**src/rtl/mmio_initiator.sv**
```systemverilog
// Host-side CCI-P MMIO initiator: turns single register-access commands into AFU
// MMIO write/read requests and returns completions, matching read responses by tid.
module mmio_initiator #(
    parameter int TIMEOUT = 512,
    parameter int TID_W   = 9
) (
    input  logic             clock,
    input  logic             reset,

    input  logic             cmd_valid,
    output logic             cmd_ready,
    input  logic             cmd_write,
    input  logic [15:0]      cmd_addr,
    input  logic [63:0]      cmd_data,

    output logic             rsp_valid,
    input  logic             rsp_ready,
    output logic [63:0]      rsp_data,
    output logic             rsp_error,
    output logic             rsp_timeout,

    output logic             mmio_wr_valid,
    output logic             mmio_rd_valid,
    output logic [15:0]      mmio_addr,
    output logic [TID_W-1:0] mmio_tid,
    output logic [63:0]      mmio_data,

    input  logic             rd_rsp_valid,
    input  logic [TID_W-1:0] rd_rsp_tid,
    input  logic [63:0]      rd_rsp_data,

    output logic [15:0]      stale_count
);

    localparam int CNT_W = $clog2(TIMEOUT);
    localparam logic [CNT_W-1:0] CNT_LAST = CNT_W'(TIMEOUT - 1);

    typedef enum logic [1:0] {
        IDLE,
        REQ,
        WAIT,
        RESP
    } state_t;

    state_t             state_q;
    logic               cmd_write_q;
    logic [TID_W-1:0]   tid_q;
    logic [CNT_W-1:0]   cnt_q;
    logic [15:0]        stale_q;
    logic [15:0]        stale_d;
    logic               rsp_valid_q;
    logic [63:0]        rsp_data_q;
    logic               rsp_error_q;
    logic               rsp_timeout_q;
    logic               mmio_wr_valid_q;
    logic               mmio_rd_valid_q;
    logic [15:0]        mmio_addr_q;
    logic [TID_W-1:0]   mmio_tid_q;
    logic [63:0]        mmio_data_q;
    logic               rsp_match;

    // Any response that does not complete the outstanding read is stale.
    always_comb begin
        rsp_match = (state_q == WAIT) && rd_rsp_valid && (rd_rsp_tid == tid_q);
        stale_d   = stale_q;
        if (rd_rsp_valid && !rsp_match && (stale_q != 16'hFFFF)) begin
            stale_d = stale_q + 16'd1;
        end
    end

    always_ff @(posedge clock or posedge reset) begin
        if (reset) begin
            state_q         <= IDLE;
            cmd_write_q     <= 1'b0;
            tid_q           <= '0;
            cnt_q           <= '0;
            stale_q         <= '0;
            rsp_valid_q     <= 1'b0;
            rsp_data_q      <= '0;
            rsp_error_q     <= 1'b0;
            rsp_timeout_q   <= 1'b0;
            mmio_wr_valid_q <= 1'b0;
            mmio_rd_valid_q <= 1'b0;
            mmio_addr_q     <= '0;
            mmio_tid_q      <= '0;
            mmio_data_q     <= '0;
        end else begin
            stale_q <= stale_d;
            case (state_q)
                IDLE: begin
                    if (cmd_valid) begin
                        cmd_write_q <= cmd_write;
                        if (cmd_addr[0]) begin
                            // Odd dword address: reject without touching the AFU or the tid.
                            rsp_error_q <= 1'b1;
                            rsp_data_q  <= '0;
                            rsp_valid_q <= 1'b1;
                            state_q     <= RESP;
                        end else begin
                            mmio_addr_q     <= cmd_addr;
                            mmio_data_q     <= cmd_data;
                            mmio_tid_q      <= tid_q;
                            mmio_wr_valid_q <= cmd_write;
                            mmio_rd_valid_q <= !cmd_write;
                            state_q         <= REQ;
                        end
                    end
                end

                REQ: begin
                    mmio_wr_valid_q <= 1'b0;
                    mmio_rd_valid_q <= 1'b0;
                    cnt_q           <= '0;
                    if (cmd_write_q) begin
                        rsp_data_q  <= '0;
                        rsp_valid_q <= 1'b1;
                        state_q     <= RESP;
                    end else begin
                        state_q     <= WAIT;
                    end
                end

                WAIT: begin
                    if (rsp_match) begin
                        rsp_data_q  <= rd_rsp_data;
                        rsp_valid_q <= 1'b1;
                        tid_q       <= tid_q + TID_W'(1);
                        state_q     <= RESP;
                    end else if (cnt_q == CNT_LAST) begin
                        rsp_timeout_q <= 1'b1;
                        rsp_data_q    <= '0;
                        rsp_valid_q   <= 1'b1;
                        tid_q         <= tid_q + TID_W'(1);
                        state_q       <= RESP;
                    end else begin
                        cnt_q <= cnt_q + CNT_W'(1);
                    end
                end

                RESP: begin
                    if (rsp_ready) begin
                        rsp_valid_q   <= 1'b0;
                        rsp_error_q   <= 1'b0;
                        rsp_timeout_q <= 1'b0;
                        rsp_data_q    <= '0;
                        state_q       <= IDLE;
                    end
                end

                default: state_q <= IDLE;
            endcase
        end
    end

    assign cmd_ready     = (state_q == IDLE);
    assign rsp_valid     = rsp_valid_q;
    assign rsp_data      = rsp_data_q;
    assign rsp_error     = rsp_error_q;
    assign rsp_timeout   = rsp_timeout_q;
    assign mmio_wr_valid = mmio_wr_valid_q;
    assign mmio_rd_valid = mmio_rd_valid_q;
    assign mmio_addr     = mmio_addr_q;
    assign mmio_tid      = mmio_tid_q;
    assign mmio_data     = mmio_data_q;
    assign stale_count   = stale_q;

endmodule

```
**config.mk**
```make
export PLATFORM = sky130hd
export DESIGN_NAME = mmio_initiator
export DESIGN_NICKNAME = d
export VERILOG_FILES = /design/src/rtl/mmio_initiator.sv
export SDC_FILE = /design/constraint.sdc
export NUM_CORES = 1
export LEC_CHECK = 0
export BUFFER_PORTS_ARGS = -buffer_cell sky130_fd_sc_hd__buf_2
export CAP_MARGIN = 20
export CORE_MARGIN = 1.5
export CORE_UTILIZATION = 45
export CTS_CLUSTER_DIAMETER = 30
export DETAILED_ROUTE_END_ITERATION = 10
export PLACE_DENSITY = 0.84
export SLEW_MARGIN = 25
export SYNTH_ARGS = -nofsm -noshare
export SYNTH_HDL_FRONTEND = slang
export SYNTH_SLANG_ARGS = --single-unit
```
**constraint.sdc**
```tcl
create_clock -name clock -period 7.1 [get_ports clock]
set_clock_uncertainty 0.2 [all_clocks]
set_input_delay 1.065 -clock clock [delete_from_list [all_inputs] [get_ports clock]]
set_output_delay 1.065 -clock clock [all_outputs]
set_load 0.05 [all_outputs]
```
==> results_dict.tcl <==
set metrics [dict create \
    status "finished, final reports clean" \
    ys_seq_elements 194 \
    grt_pass1_wl_um 30000 \
    synth_area_um2 7910 \
    dr.pass1.iters 4 \
    ys.flop_type "dfrtp_1" \
    syn-num-nets 739 \
    layout.cells.non_filler 1128 \
    fp.dieW_um 136 \
    seq_area_um2 4850 \
    final_nets 1057 \
    synthTopCellsByArea "dfrtp_1 61%, mux2_2 13%, a22o_1 7.1%" \
    synth_enable_flop_cells 0 \
    cts_tree "done" \
    layout_min_cycle_time_ps 3850 \
    yosysMostFrequentCell "dfrtp_1" \
    cts_setup_buffers 0 \
    final.setup.tns_ps 0 \
    worstPathArrival_ps 4000 \
    avgSynthCellArea_um2 13.8 \
    worst_ir_drop_vdd_v 0.000309 \
    hold_slack_ps 288 \
    critical_path_required_ps 7250 \
    clk_path_buf_depth 2 \
    synth-warning-count 0 \
    syn2layout_area_growth_pct 29.8 \
    core_um2 17200 \
    leakagePower_nw 5.38 \
    ys_types 46 \
    max_slew_margin_pct 34.7 \
    critPathCaptureType "register" \
    setup_violations 0 \
    async_flop_share_pct 100 \
    start_kind "register" \
    cts_root_buffer "clkbuf_16" \
    ant_nets 0 \
    cts_hold_buf 0 \
    cp_max_fo 64 \
    fillers 1429 \
    die_area_um2 18400 \
    ios 334 \
    slowest_stage "nor3_4" \
    whs_endpoint "mmio_tid[5]$_DFFE_PP0P_" \
    crit_start "state_q[0]$_DFFE_PP0P_" \
    drt-initial-drc-count 280 \
    antenna_found_initial 1 \
    viasPerCell 5.25 \
    clkTransAtPathRegs_ps 70 \
    hpwl_um 14200 \
    gp_congestion 0.779 \
    placementRows 48 \
    grt_pass1_vias 5832 \
    reg2reg_from "state_q[0]$_DFFE_PP0P_" \
    worstSetupPathType "reg2reg" \
    fmax_mhz 260 \
    start_util_pct 45.9 \
    r2r-end "rsp_data[44]$_DFFE_PP0P_" \
    htreeDepth 4 \
    cts_resized 0 \
    seq_area_frac_synth_pct 61.4 \
    insertedDiodeCount 0 \
    reg2reg_slack_ps 3250 \
    hold_depth 2 \
    grt_overflow 0 \
    rsz0062_at_grt "false" \
    multi_input_area_um2 2820 \
    synth_top_area_share_pct 61.4 \
    clk-insertion-delay-late_ps 420 \
    hp-class "reg2reg" \
    yosysTopAreaCell "dfrtp_1" \
    crit_chain "inv_1 -> ha_1 -> nand2_1 -> or4_4 -> nor3_4 -> and2_4 -> a22o_1" \
    period_share_pct 54.2 \
    slew_violations 0 \
    max_stage_delay_ps 830 \
    synthCells 572 \
    numPortBuffers 332 \
    final_layout_size_suffix_gt1_share_pct 51.6 \
    detail_route.wl_per_cell_um 17.5 \
    totalWireLength_um 19700 \
    die_h_um 136 \
    worstHoldStart "mmio_tid[5]$_DFFE_PP0P_" \
    powerDensity_nw_per_um2 433 \
    dp.cells 1096 \
    synth_common_cells "194 x dfrtp_1, 91 x mux2_2, 64 x a22o_1, 22 x nand2_1, 18 x nand3_1" \
    vias 5923 \
    drc 0 \
    tightest_slew_ps 976 \
    critPathTopFamily "simple AND/OR/NAND/NOR gates" \
    hold_viol_final 0 \
    cts.sinks 194 \
    cts_inserted_buffers 17 \
    grtUsageTotal_pct 21.0 \
    grt_max_degree 124 \
    reg2regPathDepth 7 \
    crit_buf_inv 1 \
    maxCapViolCount 0 \
]
[logic make-up after synthesis]
logic type / after synthesis / share of synthesized area, %
mux: 97 / 13.7
fa+ha+maj: 8 / 1.27
other cells: 1 / 0.0474
flops: 194 / 61.4
xor+xnor: 29 / 3.21
simple gates: 101 / 7.14
buf+inv: 44 / 3.04
compound gates: 98 / 10.2
[worst min-delay path: stages, from the launching register on]
cell	delay, ps
dfrtp_1	350
nand2_1	50
o21ai_0	60
[routing by layer]
| layer | routed length (µm) | part of all wire, % | track usage [%] | vias to the layer above |
|---|---|---|---|---|
| met1 | 8110 | 41 | 26.6 | 2954 |
| met2 | 10100 | 51 | 35.7 | 218 |
| li1 | - | - | - | 2724 |
| met3 | 1180 | 6.0 | 4.71 | 25 |
| met5 | 13 | 0.066 | 0 | - |
| met4 | 272 | 1.4 | 6.87 | 2 |
[layout by cell type (no fill, tap or decap), types with 12 or more instances in the layout]
master,instances
xnor2_1,13
dfrtp_1,194
nand2_1,22
a22o_1,64
buf_2,332
clkbuf_16,17
xor2_1,16
mux2_2,91
nand3_1,18
nand4_1,12
[power by group]
part / switching (W) / internal (W)
clock network: 0.000440 / 0.000509
registers: 0.000177 / 0.00139
logic: 0.00143 / 0.000502
[metrics by stage]
step / total power (W) / util (%) / cell area (µm²) / setup slack (ps)
finish: 0.00444 / 59.5 / 10300 / 3250
global route: 0.00463 / 59.5 / 10300 / 3050
CTS: 0.00447 / 59.5 / 10300 / 3320
detailed placement: 0.00352 / 56.1 / 9670 / 3110
global placement: 0.00346 / 56.1 / 9670 / 2830
floorplan: 0.00308 / - / 7910 / 551
[state kept, by name (all words and copies together), names as in the netlist]
register,count
cmd_write_q,1
mmio_addr,15
rsp_data,64
cnt_q,9
mmio_wr_valid,1
state_q,2
rsp_error,1
stale_count,16
mmio_data,64
mmio_tid,9
mmio_rd_valid,1
rsp_timeout,1
rsp_valid,1
tid_q,9
[worst max-delay path by stage]
stage                          endpoint  slack [ps]  cells after the start
6_report       rsp_data[44]$_DFFE_PP0P_        3250                      7
3_3_place_gp   rsp_data[18]$_DFFE_PP0P_        2830                      6
2_1_floorplan   cmd_write_q$_DFFE_PP0P_         550                      1
5_1_grt        rsp_data[42]$_DFFE_PP0P_        3050                      7
3_5_place_dp   rsp_data[15]$_DFFE_PP0P_        3110                      6
4_1_cts        rsp_data[36]$_DFFE_PP0P_        3320                      7
[area by class of cell]
class                      count  share of cell area, %
sequential                   194                   47.3
clock buffer                  20                   4.35
multi-input combinational    334                   27.5
inverter                       8                  0.366
tap                          225                   2.74
clock inverter                12                   1.32
timing repair buffer         335                   16.5
Power figures use the tool's default switching activity.
